<file path="src/rtl/tdc_pkg.sv">
// tdc_pkg
// Shared definitions for the TDC fine-time decoder slice.
//   FINE_W       : width of the encoded fine code
//   SNAP_W       : width of the delay-line snapshot
//   DEF_COARSE_W : default coarse counter width used by tdc_ts_t
//   tdc_fine_t   : {err, polarity, fine}, the encoder result
//   tdc_ts_t     : {err, polarity, fine, coarse}, a complete timestamp
//   maj3()       : 3-input majority vote used for bubble correction
package tdc_pkg;

  localparam int FINE_W       = 5;
  localparam int SNAP_W       = 32;
  localparam int DEF_COARSE_W = 16;

  typedef struct packed {
    logic              err;
    logic              polarity;
    logic [FINE_W-1:0] fine;
  } tdc_fine_t;

  typedef struct packed {
    logic                    err;
    logic                    polarity;
    logic [FINE_W-1:0]       fine;
    logic [DEF_COARSE_W-1:0] coarse;
  } tdc_ts_t;

  function automatic logic maj3(input logic a, input logic b, input logic c);
    return (a & b) | (a & c) | (b & c);
  endfunction

endpackage

</file>
<file path="src/rtl/tdc_fine_decoder_if.sv">
// tdc_fine_decoder_if
// Timestamp stream carrying decoded hits to the readout logic.
//   ts_data  : {err, polarity, fine[4:0], coarse}
//   ts_valid : head entry is valid
//   ts_ready : consumer accepts the head entry when ts_valid is high
// The decoder uses the master modport, the consumer the slave modport.
interface tdc_fine_decoder_if #(
  parameter int COARSE_W = 16
);
  import tdc_pkg::*;

  logic [COARSE_W+FINE_W+1:0] ts_data;
  logic                       ts_valid;
  logic                       ts_ready;

  modport master (
    output ts_data,
    output ts_valid,
    input  ts_ready
  );

  modport slave (
    input  ts_data,
    input  ts_valid,
    output ts_ready
  );

endinterface

</file>
<file path="src/rtl/tdc_sync_fifo.sv">
// tdc_sync_fifo
// Synchronous first-word-fall-through FIFO.
//   clk, rst : clock and synchronous active-high reset (clears pointers)
//   push     : write wdata if there is room (or a pop frees a slot this cycle)
//   wdata    : entry to write
//   pop      : remove the head entry if not empty
//   rdata    : head entry, reads 0 while empty
//   full     : all DEPTH slots occupied
//   empty    : no entries stored
module tdc_sync_fifo #(
  parameter int WIDTH = 8,
  parameter int DEPTH = 8
) (
  input  logic             clk,
  input  logic             rst,
  input  logic             push,
  input  logic [WIDTH-1:0] wdata,
  input  logic             pop,
  output logic [WIDTH-1:0] rdata,
  output logic             full,
  output logic             empty
);

  localparam int AW = $clog2(DEPTH);

  logic [WIDTH-1:0] mem [DEPTH];
  logic [AW:0]      wr_ptr;
  logic [AW:0]      rd_ptr;
  logic             do_push;
  logic             do_pop;

  // Pointers carry one extra wrap bit so full and empty can be told apart.
  assign empty = (wr_ptr == rd_ptr);
  assign full  = (wr_ptr[AW] != rd_ptr[AW]) && (wr_ptr[AW-1:0] == rd_ptr[AW-1:0]);

  // A pop in the same cycle frees a slot, so a push into a full FIFO succeeds.
  assign do_pop  = pop && !empty;
  assign do_push = push && (!full || do_pop);

  assign rdata = empty ? '0 : mem[rd_ptr[AW-1:0]];

  always_ff @(posedge clk) begin
    if (rst) begin
      wr_ptr <= '0;
      rd_ptr <= '0;
    end else begin
      if (do_push) wr_ptr <= wr_ptr + (AW+1)'(1);
      if (do_pop)  rd_ptr <= rd_ptr + (AW+1)'(1);
    end
  end

  always_ff @(posedge clk) begin
    if (!rst && do_push) mem[wr_ptr[AW-1:0]] <= wdata;
  end

endmodule

</file>
<file path="src/rtl/tdc_fine_decoder.sv">
// tdc_fine_decoder
// Decodes the 32-bit delay-line snapshot of the TDC fine-time bit into a
// timestamp {err, polarity, fine, coarse} and buffers it in an output FIFO.
//   clk, rst : system clock, synchronous active-high reset
//   hit_stb  : one-cycle pulse, snap is stable and synchronized
//   snap     : fine-time snapshot, bit 4k+p = stage k of phase p
//   ts       : timestamp stream (master side), data/valid/ready
//   overflow : sticky, a hit was dropped because the FIFO was full
//   drop_cnt : saturating count of dropped hits
//   coarse   : free-running coarse counter
// Pipeline: S1 capture -> S2 bubble correction -> S3 encode -> FIFO write.
module tdc_fine_decoder
  import tdc_pkg::*;
#(
  parameter int COARSE_W   = 16,
  parameter int FIFO_DEPTH = 8
) (
  input  logic                clk,
  input  logic                rst,
  input  logic                hit_stb,
  input  logic [SNAP_W-1:0]   snap,
  tdc_fine_decoder_if.master  ts,
  output logic                overflow,
  output logic [7:0]          drop_cnt,
  output logic [COARSE_W-1:0] coarse
);

  localparam int TS_W = COARSE_W + FINE_W + 2;

  logic [SNAP_W-1:0]   s1_snap;
  logic [COARSE_W-1:0] s1_coarse;
  logic                v1;

  logic [SNAP_W+1:0]   s1_ext;
  logic [SNAP_W-1:0]   therm;
  logic [SNAP_W-1:0]   s2_therm;
  logic [COARSE_W-1:0] s2_coarse;
  logic                v2;

  tdc_fine_t           enc;
  logic                found;
  logic                multi;
  tdc_fine_t           s3_fine;
  logic [COARSE_W-1:0] s3_coarse;
  logic                v3;

  logic                fifo_full;
  logic                fifo_empty;
  logic                pop;
  logic                drop;
  logic [TS_W-1:0]     fifo_wdata;

  always_ff @(posedge clk) begin
    if (rst) coarse <= '0;
    else     coarse <= coarse + COARSE_W'(1);
  end

  always_ff @(posedge clk) begin
    if (rst) begin
      v1 <= 1'b0;
    end else begin
      v1 <= hit_stb;
      if (hit_stb) begin
        s1_snap   <= snap;
        s1_coarse <= coarse;
      end
    end
  end

  // Edge stages replicate themselves, so s1_ext[i] is s[i-1] with
  // s[-1]=s[0] and s[32]=s[31].
  assign s1_ext = {s1_snap[SNAP_W-1], s1_snap, s1_snap[0]};

  always_comb begin
    therm = '0;
    for (int i = 0; i < SNAP_W; i++) begin
      therm[i] = maj3(s1_ext[i], s1_ext[i+1], s1_ext[i+2]);
    end
  end

  always_ff @(posedge clk) begin
    if (rst) begin
      v2 <= 1'b0;
    end else begin
      v2 <= v1;
      if (v1) begin
        s2_therm  <= therm;
        s2_coarse <= s1_coarse;
      end
    end
  end

  // The first adjacent difference is the first index differing from t[0];
  // a second one means the corrected pattern is still not a clean edge.
  always_comb begin
    found        = 1'b0;
    multi        = 1'b0;
    enc.fine     = '1;
    enc.polarity = s2_therm[0];
    for (int i = 1; i < SNAP_W; i++) begin
      if (s2_therm[i] != s2_therm[i-1]) begin
        if (!found) enc.fine = FINE_W'(i - 1);
        else        multi    = 1'b1;
        found = 1'b1;
      end
    end
    enc.err = !found || multi;
  end

  always_ff @(posedge clk) begin
    if (rst) begin
      v3 <= 1'b0;
    end else begin
      v3 <= v2;
      if (v2) begin
        s3_fine   <= enc;
        s3_coarse <= s2_coarse;
      end
    end
  end

  assign fifo_wdata = {s3_fine, s3_coarse};
  assign pop        = ts.ts_ready && !fifo_empty;
  assign drop       = v3 && fifo_full && !pop;

  tdc_sync_fifo #(
    .WIDTH (TS_W),
    .DEPTH (FIFO_DEPTH)
  ) u_fifo (
    .clk   (clk),
    .rst   (rst),
    .push  (v3),
    .wdata (fifo_wdata),
    .pop   (ts.ts_ready),
    .rdata (ts.ts_data),
    .full  (fifo_full),
    .empty (fifo_empty)
  );

  assign ts.ts_valid = !fifo_empty;

  always_ff @(posedge clk) begin
    if (rst) begin
      overflow <= 1'b0;
      drop_cnt <= '0;
    end else if (drop) begin
      overflow <= 1'b1;
      if (drop_cnt != 8'hFF) drop_cnt <= drop_cnt + 8'd1;
    end
  end

endmodule
</file>
<file path="src/flat_wrapper.sv">
// flat-port wrapper written by rule: the top's interface ports become plain ports
module tdc_fine_decoder_flat import tdc_pkg::*;
#(
  parameter int COARSE_W   = 16,
  parameter int FIFO_DEPTH = 8
)
  (clk, rst, hit_stb, snap, overflow, drop_cnt, coarse, ts_ts_data, ts_ts_valid, ts_ts_ready);
  tdc_fine_decoder_if #(.COARSE_W(COARSE_W)) ts_i ();
  input  logic clk;
  input  logic rst;
  input  logic hit_stb;
  input  logic [SNAP_W-1:0] snap;
  output logic overflow;
  output logic [7:0] drop_cnt;
  output logic [COARSE_W-1:0] coarse;
  output wire logic [$bits(ts_i.ts_data)-1:0] ts_ts_data;
  output wire logic [$bits(ts_i.ts_valid)-1:0] ts_ts_valid;
  input wire logic [$bits(ts_i.ts_ready)-1:0] ts_ts_ready;
  assign ts_ts_data = ts_i.ts_data;
  assign ts_ts_valid = ts_i.ts_valid;
  assign ts_i.ts_ready = ts_ts_ready;
  tdc_fine_decoder #(.COARSE_W(COARSE_W), .FIFO_DEPTH(FIFO_DEPTH)) u_core (.clk(clk), .rst(rst), .hit_stb(hit_stb), .snap(snap), .ts(ts_i), .overflow(overflow), .drop_cnt(drop_cnt), .coarse(coarse));
endmodule
</file>
<file path="config.mk">
export PLATFORM = sky130hd
export DESIGN_NAME = tdc_fine_decoder_flat
export DESIGN_NICKNAME = d
export VERILOG_FILES = /design/src/rtl/tdc_pkg.sv /design/src/rtl/tdc_fine_decoder_if.sv /design/src/rtl/tdc_sync_fifo.sv /design/src/rtl/tdc_fine_decoder.sv /design/src/flat_wrapper.sv
export SDC_FILE = /design/constraint.sdc
export NUM_CORES = 1
export LEC_CHECK = 0
export CAP_MARGIN = 20
export CORE_ASPECT_RATIO = 0.5
export CORE_MARGIN = 2
export CORE_UTILIZATION = 48
export DETAILED_ROUTE_END_ITERATION = 10
export GPL_ROUTABILITY_DRIVEN = 1
export GPL_TIMING_DRIVEN = 0
export HOLD_SLACK_MARGIN = 0.08
export PLACE_DENSITY = 0.69
export RECOVER_POWER = 50
export SLEW_MARGIN = 10
export SYNTH_ARGS = -nofsm -noshare
export SYNTH_HDL_FRONTEND = slang
export SYNTH_SLANG_ARGS = --single-unit
</file>
<file path="constraint.sdc">
create_clock -name clk -period 3.8 [get_ports clk]
set_clock_uncertainty 0.1 [all_clocks]
set_input_delay 0.76 -clock clk [delete_from_list [all_inputs] [get_ports clk]]
set_output_delay 0.76 -clock clk [all_outputs]
set_load 0.005 [all_outputs]
</file>
==> flow_summary.yaml, run 1 <==
status:
  status: "finished with violations"
  violations: "max-capacitance violations, max-slew violations"
clock_network:
  root_buffer: "clkbuf_16"
  cts.clk_slew.worst_paths_ns: 0.06
  clock_path_buffers: 3
  clock-sinks: 342
  insertion_delay_ns: 0.59
  h-tree-depth: 1
  cts_buffers: 30
  cts_tree: "done"
  cts_hold_buf: 0
worst_hold_path:
  min_path_type: "reg2reg"
detailed_routing:
  firstDrtPassIters: 5
  vias: 7976
  detail-route-antenna-nets: 0
  viasPerCell: 5.49
  drc: 0
  wire_per_inst_um: 18.6
  drt-initial-drc-count: 699
  drt-total-wl_mm: 27.0
yosys:
  syn_nets: 958
  synth.ff_latch_count: 342
  synthDominantCellAreaShare_pct: 63.9
  synth_area_um2: 14200
  postSynthAreaPerCell_um2: 15.5
  yosysTopAreaCell: "edfxtp_1"
  postSynthCellCount: 918
  yosys-top-cells-area: "edfxtp_1 64%, mux4_2 7.3%, dfxtp_1 5.5%, nor2_1 2.5%, maj3_1 2.1%"
  synth_edf_count: 303
  synth.distinct_cells: 76
  ys_warn_count: 0
  ys_seq_area_share_pct: 69.4
  synth_ff_type: "edfxtp_1"
  synthArstFlopShare_pct: 0
worst_setup_path:
  end_kind: "primary output"
  crit_type: "reg2out"
  crit_required_ns: 2.94
  critPathMaxFanout: 10
  cp-start-kind: "flip-flop"
  regToRegSetupSlack_ns: 0.84
  cp_data_arrival_time_ns: 2.75
floorplan:
  die_x_um: 248
  start_util_pct: 49.0
  fp.coreArea_um2: 29100
  die_area_um2: 31100
  dieHeight_um: 126
  num_rows: 44
  ios: 85
sta:
  tightest_slew_ns: 1.90
  period_share_pct: 94.9
  hold_viol: 0
  min_period_ns: 3.61
  relSlewSlack_pct: -26.8
  max_clock_freq_mhz: 277
  setup_viol: 0
  drv_slew: 34
  rsz0062_at_grt: "false"
  fin_ws_ns: 0.194
  hold_ws_ns: 0.314
placed_design:
  port_buffers: 83
  dp_hpwl_mm: 18.2
  dp.cells: 1402
  gp_congestion: 0.885
  dp_slack_ns: 0.127
power_and_ir_drop:
  intPower_uw: 5810
  p_comb_share_pct: 4.1
  pwr-share-seq_pct: 57.1
  swShare_pct: 20.2
  power_density_nw_per_um2: 435
  ir_drop_mv: 0.356
  clock_power_share_pct: 38.8
  switchingPower_uw: 1470
  p_leak_uw: 0.00539
global_route:
  grtUsageTotal_pct: 17.9
  grt_start_max_net_pins: 33
  antenna_found_initial: 0
  overflow: 0
  grt_pass1_vias: 7963
  grt_pass1_wl_mm: 43.5
finish:
  final_core_util_pct: 57.5
  seq_area_um2: 9880
  instances_no_fill: 1454
  antennaDiodeCount: 0
  fillers: 2272
  final_nets: 1081
  drive_above_1_share_pct: 14.1
  multi_input_area_um2: 4070
  synthToLayoutAreaGrowth_pct: 17.4
flow_run:
  drv_cap: 2
==> logic make-up after synthesis <==
group / count (synthesis) / synth area share (%)
AOI/OAI and AO/OA: 104 / 5.40
xor gates and xnor gates: 37 / 2.28
adders and majority gates: 34 / 2.46
buffers and inverters: 73 / 2.47
DFF: 342 / 69.4
muxes: 72 / 9.11
and+or+nand+nor: 256 / 8.88
==> per-layer routing <==
layer  global-route usage (%)  vias up  part of all wire [%]
met1                     25.6     3963                    45
met4                     4.72        0                   2.2
met3                     3.13       46                   4.5
met2                     28.6      189                    48
li1                         -     3778                     -
met5                        0        -                     0
==> state kept, by name, summed over array words and instances (netlist names), named ones only <==
name	cells
u_core.s1_snap	32
u_core.s2_coarse	16
u_core.u_fifo.rd_ptr	4
u_core.s1_coarse	16
u_core.v3	1
u_core.v2	1
u_core.v1	1
u_core.fifo_wdata	7
u_core.s2_therm	32
u_core.overflow	1
u_core.u_fifo.mem	184
u_core.drop_cnt	8
u_core.u_fifo.wr_ptr	4
u_core.s3_coarse	16
u_core.coarse	16
==> power groups by stage <==
stage | Sequential, uW | Clock [uW] | Combinational, uW
global placement | 4240 | 0 | 290
CTS | 4160 | 2900 | 306
floorplan | 4230 | 0 | 173
detailed placement | 4240 | 0 | 303
finish | 4160 | 2830 | 295
global route | 4160 | 3050 | 324
==> layout by cell type (no fill, tap or decap), types with 4 or more instances in the layout <==
cell             count
a21oi_1             20
nor2_4               6
o221ai_1             4
clkbuf_16           30
nor3_1              12
ha_1                 4
clkbuf_2             8
xnor2_1              8
nor2b_1             11
dlygate4sd3_1       32
clkbuf_1            34
clkdlybuf4s50_1     51
and3_1               6
xor2_1              29
and2_1               5
nand3_1             23
inv_1               20
buf_4                5
o211ai_1             4
o31ai_1              5
clkinv_1             6
or3_1                6
dfxtp_1             39
mux4_2              46
edfxtp_1           303
mux2i_1             25
o21ai_0             20
buf_6               12
nand2_1             54
a211oi_1             7
buf_2                6
a31oi_1              4
nor2_1              89
nand4_1              9
maj3_1              30
==> area by class of cell <==
cell class              count  share of cell area (%)
flip-flops and latches    342                    59.1
multi-input cells         503                    24.3
repair buffers             93                    5.95
clock buffers              42                    4.76
well taps                 391                    2.93
plain buffers              51                    1.86
clock inverters            12                   0.636
inverters                  20                   0.449
==> worst paths after layout <==
kind                                             start                              end  depth (start not counted)
setup reg to reg          u_core.s2_therm[0]$_DFFE_PP_  u_core.fifo_wdata[22]$_DFFE_PP_                          9
setup / recovery  u_core.u_fifo.wr_ptr[0]$_SDFFE_PP0P_                    ts_ts_data[4]                          7
hold / removal           u_core.s1_coarse[9]$_DFFE_PP_    u_core.s2_coarse[9]$_DFFE_PP_                          0
hold reg to reg          u_core.s1_coarse[9]$_DFFE_PP_    u_core.s2_coarse[9]$_DFFE_PP_                          0
==> timing repair <==
action,4_1_cts,5_1_grt
setup buffers,0,0
gates resized for setup,28,11
endpoints found under the setup margin,24,20
==> cell usage after synthesis, drive strengths merged, types with 4 or more instances <==
master  count
edfxtp    303
dfxtp      39
mux2i      25
buf        20
nand3      23
nor2b      12
o22ai       4
inv        20
a21oi      20
xor2       29
and3        8
and2        7
a31oi       4
nand2      54
or3         9
nor3       15
o221ai      4
xnor2       8
maj3       30
nor2       96
clkbuf     31
mux4       46
o31ai       5
o211ai      4
nand4      10
o21ai      20
a211oi      7
ha          4
==> critical path, cell delays in order (launching register included) <==
cell and delay, ns:
dfxtp_1 0.32, clkbuf_2 0.19, xor2_1 0.17, nor3_1 0.28, and2_2 0.35, buf_2 0.31, nor2_1 0.09, clkdlybuf4s50_1 0.46
==> per-stage QoR <==
step / setup TNS [ns] / total power [uW] / instance area (um2)
after CTS: 0 / 7370 / 16700
final: 0 / 7280 / 16700
after global routing: 0 / 7540 / 16700
after floorplan: -0.110 / 4400 / 14200
after detailed placement: 0 / 4540 / 15800
after global placement: -264.34 / 4530 / 15600
Note: power is estimated with default switching activity, not from simulation.
==> run 2: changes to the inputs <==
Settings changed: CORE_UTILIZATION 48 to 54, HOLD_SLACK_MARGIN 0.08 to 0.15, PLACE_DENSITY 0.69 to 0.76.
==> run 2 against run 1 <==
  * The flow still finishes with violations (max-capacitance violations, max-slew violations)
  * Sequential share of layout area fell by 0.21 points
  * Worst setup slack got worse by 0.083 ns
  * Critical path depth fell by 2
  * Wire length rose by 5.5%
  * Fmax fell by 2.2%
  * Design area rose by 0.35%
  * Via count rose by 1.9%
  * Sequential cell count did not move
  * First-iteration DRC count rose by 15%
  * Die area fell by 11%
  * Critical path type unchanged
  * Largest cell class unchanged
==> flow_summary.yaml, run 2 (synthesis gave the netlist of run 1 again) <==
clock_network:
  cts_buffers: 29
  clock-sinks: 342
  root_buffer: "clkbuf_16"
  cts.clk_slew.worst_paths_ns: 0.07
  h-tree-depth: 1
  clock_path_buffers: 3
  insertion_delay_ns: 0.57
  cts_tree: "done"
  post-cts-setup-buffers: 0
sta:
  hold_ws_ns: 0.312
  hold_viol: 0
  finalSetupTns_ns: 0
  max_clock_freq_mhz: 271
  min_period_ns: 3.69
  period_share_pct: 97.1
  tightest_slew_ns: 1.93
  relSlewSlack_pct: -28.8
  setup_viol: 0
  rsz0062_at_grt: "false"
  drv_slew: 34
global_route:
  grtUsageMet1_pct: 30.0
  grt_start_max_net_pins: 33
  grt_use_met2_pct: 35.1
  grt_pass1_vias: 8064
  antenna_found_initial: 0
  grt_pass1_wl_mm: 45.1
  overflow: 0
  grtUsageTotal_pct: 21.3
  top_usage_layer: "met2"
  grt.met3_usage_pct: 3.52
floorplan:
  start_util_pct: 55.7
  die_area_um2: 27800
  ios: 85
  num_rows: 41
  die_x_um: 234
  dieHeight_um: 119
  fp.coreArea_um2: 25500
worst_setup_path:
  cp-start-kind: "flip-flop"
  cp_data_arrival_time_ns: 2.83
  crit_required_ns: 2.94
  critPathMaxFanout: 10
  max_stage_delay_ns: 0.64
  crit_chain: "clkbuf_2 -> mux4_2 -> mux2i_1 -> nor2_1 -> clkdlybuf4s50_1"
  crit_path_top_delay_cell: "dfxtp_1"
  crit_type: "reg2out"
  end_kind: "primary output"
placed_design:
  gp_congestion: 0.893
  dp_hpwl_mm: 18.4
  port_buffers: 83
  postPlaceCellArea_um2: 15700
flow_run:
  drv_cap: 2
detailed_routing:
  drt-total-wl_mm: 28.5
  drt-initial-drc-count: 801
  wire_per_inst_um: 20.3
  drc: 0
  vias: 8126
  firstDrtPassIters: 5
  viasPerCell: 5.78
  detail-route-antenna-nets: 0
finish:
  fin_area_um2: 16800
  final_nets: 1080
  final_core_util_pct: 65.7
  seq_area_um2: 9880
  multi_input_area_um2: 4070
  fillers: 1754
  drive_above_1_share_pct: 14.9
  antennaDiodeCount: 0
  largest_register_ffs: 184
  layout_commonest_cell: "edfxtp_1"
  synthToLayoutAreaGrowth_pct: 17.9
  final_cell_mix: "303 x edfxtp_1, 89 x nor2_1, 54 x nand2_1, 51 x clkdlybuf4s50_1, 46 x mux4_2"
power_and_ir_drop:
  power_density_nw_per_um2: 450
  intPower_uw: 6060
  p_leak_uw: 0.00545
  swShare_pct: 19.9
  p_comb_share_pct: 4.0
  pwr-share-seq_pct: 55.0
  ir_drop_mv: 0.301
  switchingPower_uw: 1500
  clock_power_share_pct: 41.0
status:
  violations: "max-capacitance violations, max-slew violations"
  status: "finished with violations"
worst_hold_path:
  min_path_type: "reg2reg"
run 2: per-layer routing:
metal | up-vias | part of all wire, %
met5 | - | 0
met4 | 0 | 1.8
met3 | 46 | 5.9
met2 | 258 | 49
met1 | 4050 | 43
li1 | 3772 | -
run 2: power by group through the flow:
stage	clock network (uW)	registers [uW]	logic (uW)
finish	3100	4160	301
global route	3290	4160	328
CTS	3150	4160	312
detailed placement	0	4240	307
global placement	0	4240	289
floorplan	0	4230	173
run 2: worst max-delay path, delay by kind of cell, from the launching register on:
family	cells	cell delay, ns
buffers and inverters	2	0.99
DFF	1	0.64
muxes	2	0.36
and+or+nand+nor	1	0.25
run 2: final timing paths:
| kind | start | to | slack (ns) | cells past startpoint |
|---|---|---|---|---|
| worst max-delay path | flip-flop | ts_ts_data[22] | 0.11 | 5 |
| worst min-delay path | u_core.s1_coarse[3]$_DFFE_PP_ | u_core.s2_coarse[3]$_DFFE_PP_ | 0.31 | 0 |
| worst max register to register | u_core.s2_therm[0]$_DFFE_PP_ | u_core.fifo_wdata[22]$_DFFE_PP_ | 0.80 | 9 |
| worst min register to register | u_core.s1_coarse[3]$_DFFE_PP_ | u_core.s2_coarse[3]$_DFFE_PP_ | 0.31 | 0 |
run 2: what timing repair did:
item	in CTS	in global routing
hold buffers	0	0
endpoints found under the hold margin	0	0
gates resized for setup	28	4
endpoints found under the setup margin	24	4
run 2: cell type report:
class,count,area share (%)
sequential,342,58.9
inverter,20,0.447
clock inverter,8,0.723
multi-input combinational,503,24.2
tap,344,2.57
clock buffer,46,5.38
timing repair buffer,94,5.95
buffer,50,1.80
run 2: metrics by stage:
stage / std cells / power [uW] / worst slack, ns
after floorplan: 918 / 4400 / -0.00166
after global placement: 1345 / 4530 / -1.92
after detailed placement: 1356 / 4540 / 0.0954
after CTS: 1407 / 7620 / 0.0498
after global routing: 1407 / 7780 / 0.00972
final: 1407 / 7560 / 0.111
==> run 3: changes to the inputs <==
Settings changed: CORE_UTILIZATION 54 to 56, CTS_BUF_LIST set to sky130_fd_sc_hd__clkbuf_2 sky130_fd_sc_hd__clkbuf_4 sky130_fd_sc_hd__clkbuf_8, PLACE_DENSITY 0.76 to 0.79.
==> run 3 against run 2 <==
  * Combinational power down 1%
  * Critical endpoint is now ts_ts_data[11]
  * The flow still finishes with violations (max-capacitance violations, max-slew violations)
  * Design area fell by 1.0%
  * Via count is 1.0% higher
  * Non-clock buffer count down 2
  * Clock power shrank 11%
  * First-iteration DRC count rose by 19%
  * Die area shrank 3.5%
  * Worst hold slack improved by 0.0060 ns
==> flow_summary.yaml, run 3 (synthesis gave the netlist of run 1 again) <==
worst_setup_path:
  critPathMaxFanout: 10
  cp_top_family: "buffers and inverters"
  crit_path_top_delay_cell: "dfxtp_1"
  crit_required_ns: 2.94
  end_kind: "primary output"
  crit_chain: "clkbuf_2 -> mux4_2 -> mux2i_1 -> nor2_1 -> clkdlybuf4s50_1"
  crit_type: "reg2out"
  r2r_start: "u_core.u_fifo.wr_ptr[1]$_SDFFE_PP0P_"
  cp_data_arrival_time_ns: 2.79
  max_stage_delay_ns: 0.65
  cp-start-kind: "flip-flop"
  crit_buf_inv: 2
global_route:
  antenna_found_initial: 0
  grtUsageTotal_pct: 20.8
  grt_pass1_vias: 7994
  overflow: 0
  grt_pass1_wl_mm: 42.7
  grt_start_max_net_pins: 33
power_and_ir_drop:
  ir_drop_mv: 0.250
  fin_total_pwr_uw: 7200
  p_leak_uw: 0.00541
  power_density_nw_per_um2: 434
finish:
  synthToLayoutAreaGrowth_pct: 16.7
  largest_register_ffs: 184
  final_cell_mix: "303 x edfxtp_1, 89 x nor2_1, 54 x nand2_1, 51 x clkdlybuf4s50_1"
  fillers: 1678
  instances_no_fill: 1435
  antennaDiodeCount: 0
  layout_commonest_cell: "edfxtp_1"
  drive_above_1_share_pct: 17.2
  final_nets: 1095
clock_network:
  h-tree-depth: 2
  insertion_delay_ns: 0.59
  cts.clk_slew.worst_paths_ns: 0.06
  cts_tree: "done"
  cts_buffers: 46
  root_buffer: "clkbuf_8"
  clock-sinks: 342
  clock_path_buffers: 3
  post-cts-setup-buffers: 0
placed_design:
  port_buffers: 83
  dp.cells: 1353
  dp_hpwl_mm: 18.2
  gp_congestion: 0.846
sta:
  drv_slew: 34
  period_share_pct: 96.1
  relSlewSlack_pct: -11.2
  hold_viol: 0
  setup_viol: 0
  rsz0062_at_grt: "false"
  max_clock_freq_mhz: 274
  tightest_slew_ns: 1.67
  min_period_ns: 3.65
  finalSetupTns_ns: 0
floorplan:
  die_area_um2: 26800
  fp.coreArea_um2: 25100
  num_rows: 41
  start_util_pct: 56.7
  die_x_um: 229
  dieHeight_um: 117
  ios: 85
detailed_routing:
  dr_wl_met2_mm: 13.7
  detail-route-antenna-nets: 0
  drc: 0
  viasPerCell: 5.72
  maxUsedRoutingLayer: "met4"
  drt-initial-drc-count: 954
  firstDrtPassIters: 5
  drt-total-wl_mm: 27.7
  drt-met1-wl_mm: 11.9
  vias: 8211
  wl_met3_mm: 1.49
  wire_per_inst_um: 19.3
status:
  status: "finished with violations"
  violations: "max-capacitance violations, max-slew violations"
flow_run:
  drv_cap: 2
worst_hold_path:
  min_path_type: "reg2reg"
  worstHoldStart: "u_core.s1_coarse[2]$_DFFE_PP_"
[run 3: changes by cell type in the layout (fill, tap and decap cells not counted), moves of 8 or more]
cell | before | now
clkinv_1 | 0 | 8
clkbuf_1 | 30 | 22
clkbuf_8 | 7 | 46
clkbuf_16 | 31 | 0
clkbuf_4 | 1 | 22
[run 3: through the flow]
stage	worst slack [ns]	utilization (%)	area, um2	hold slack, ns
finish	0.150	66.2	16600	0.318
detailed placement	0.128	62.5	15700	0.305
global route	0.000567	66.2	16600	0.321
floorplan	-0.00166	-	14200	0.300
CTS	0.0334	66.2	16600	0.316
global placement	-1.72	61.8	15500	0.301
[run 3: timing repair]
item | CTS | global route
gates cloned | 0 | 0
pin swaps | 0 | 0
setup endpoints to repair | 23 | 20
gates resized for setup | 33 | 4
hold buffers | 0 | 0
[run 3: power breakdown]
part | internal [uW] | switching (uW)
logic | 156 | 141
clock network | 1420 | 1330
registers | 4120 | 37.8
total | 5690 | 1510
[run 3: final timing paths]
| check | cells after the start | end | slack (ns) |
|---|---|---|---|
| max | 5 | ts_ts_data[11] | 0.15 |
| min | 0 | u_core.s2_coarse[2]$_DFFE_PP_ | 0.32 |
| max reg2reg | 9 | u_core.u_fifo.mem[0][2]$_DFFE_PP_ | 0.63 |
| min reg2reg | 0 | u_core.s2_coarse[2]$_DFFE_PP_ | 0.32 |
[run 3: per-layer routing]
metal  GRT usage, %  up-vias
met4           6.54        0
met3           4.37       45
met1           27.3     4095
met2           35.5      265
li1               -     3806
met5              0        -
[run 3: layout make-up]
cell class,count,area [um2],area share (%)
buffer,51,315,1.90
sequential,342,9880,59.5
clock inverter,17,123,0.738
clock buffer,67,791,4.76
inverter,20,75.1,0.452
multi-input combinational,503,4070,24.5
timing repair buffer,91,931,5.60
tap,344,430,2.59
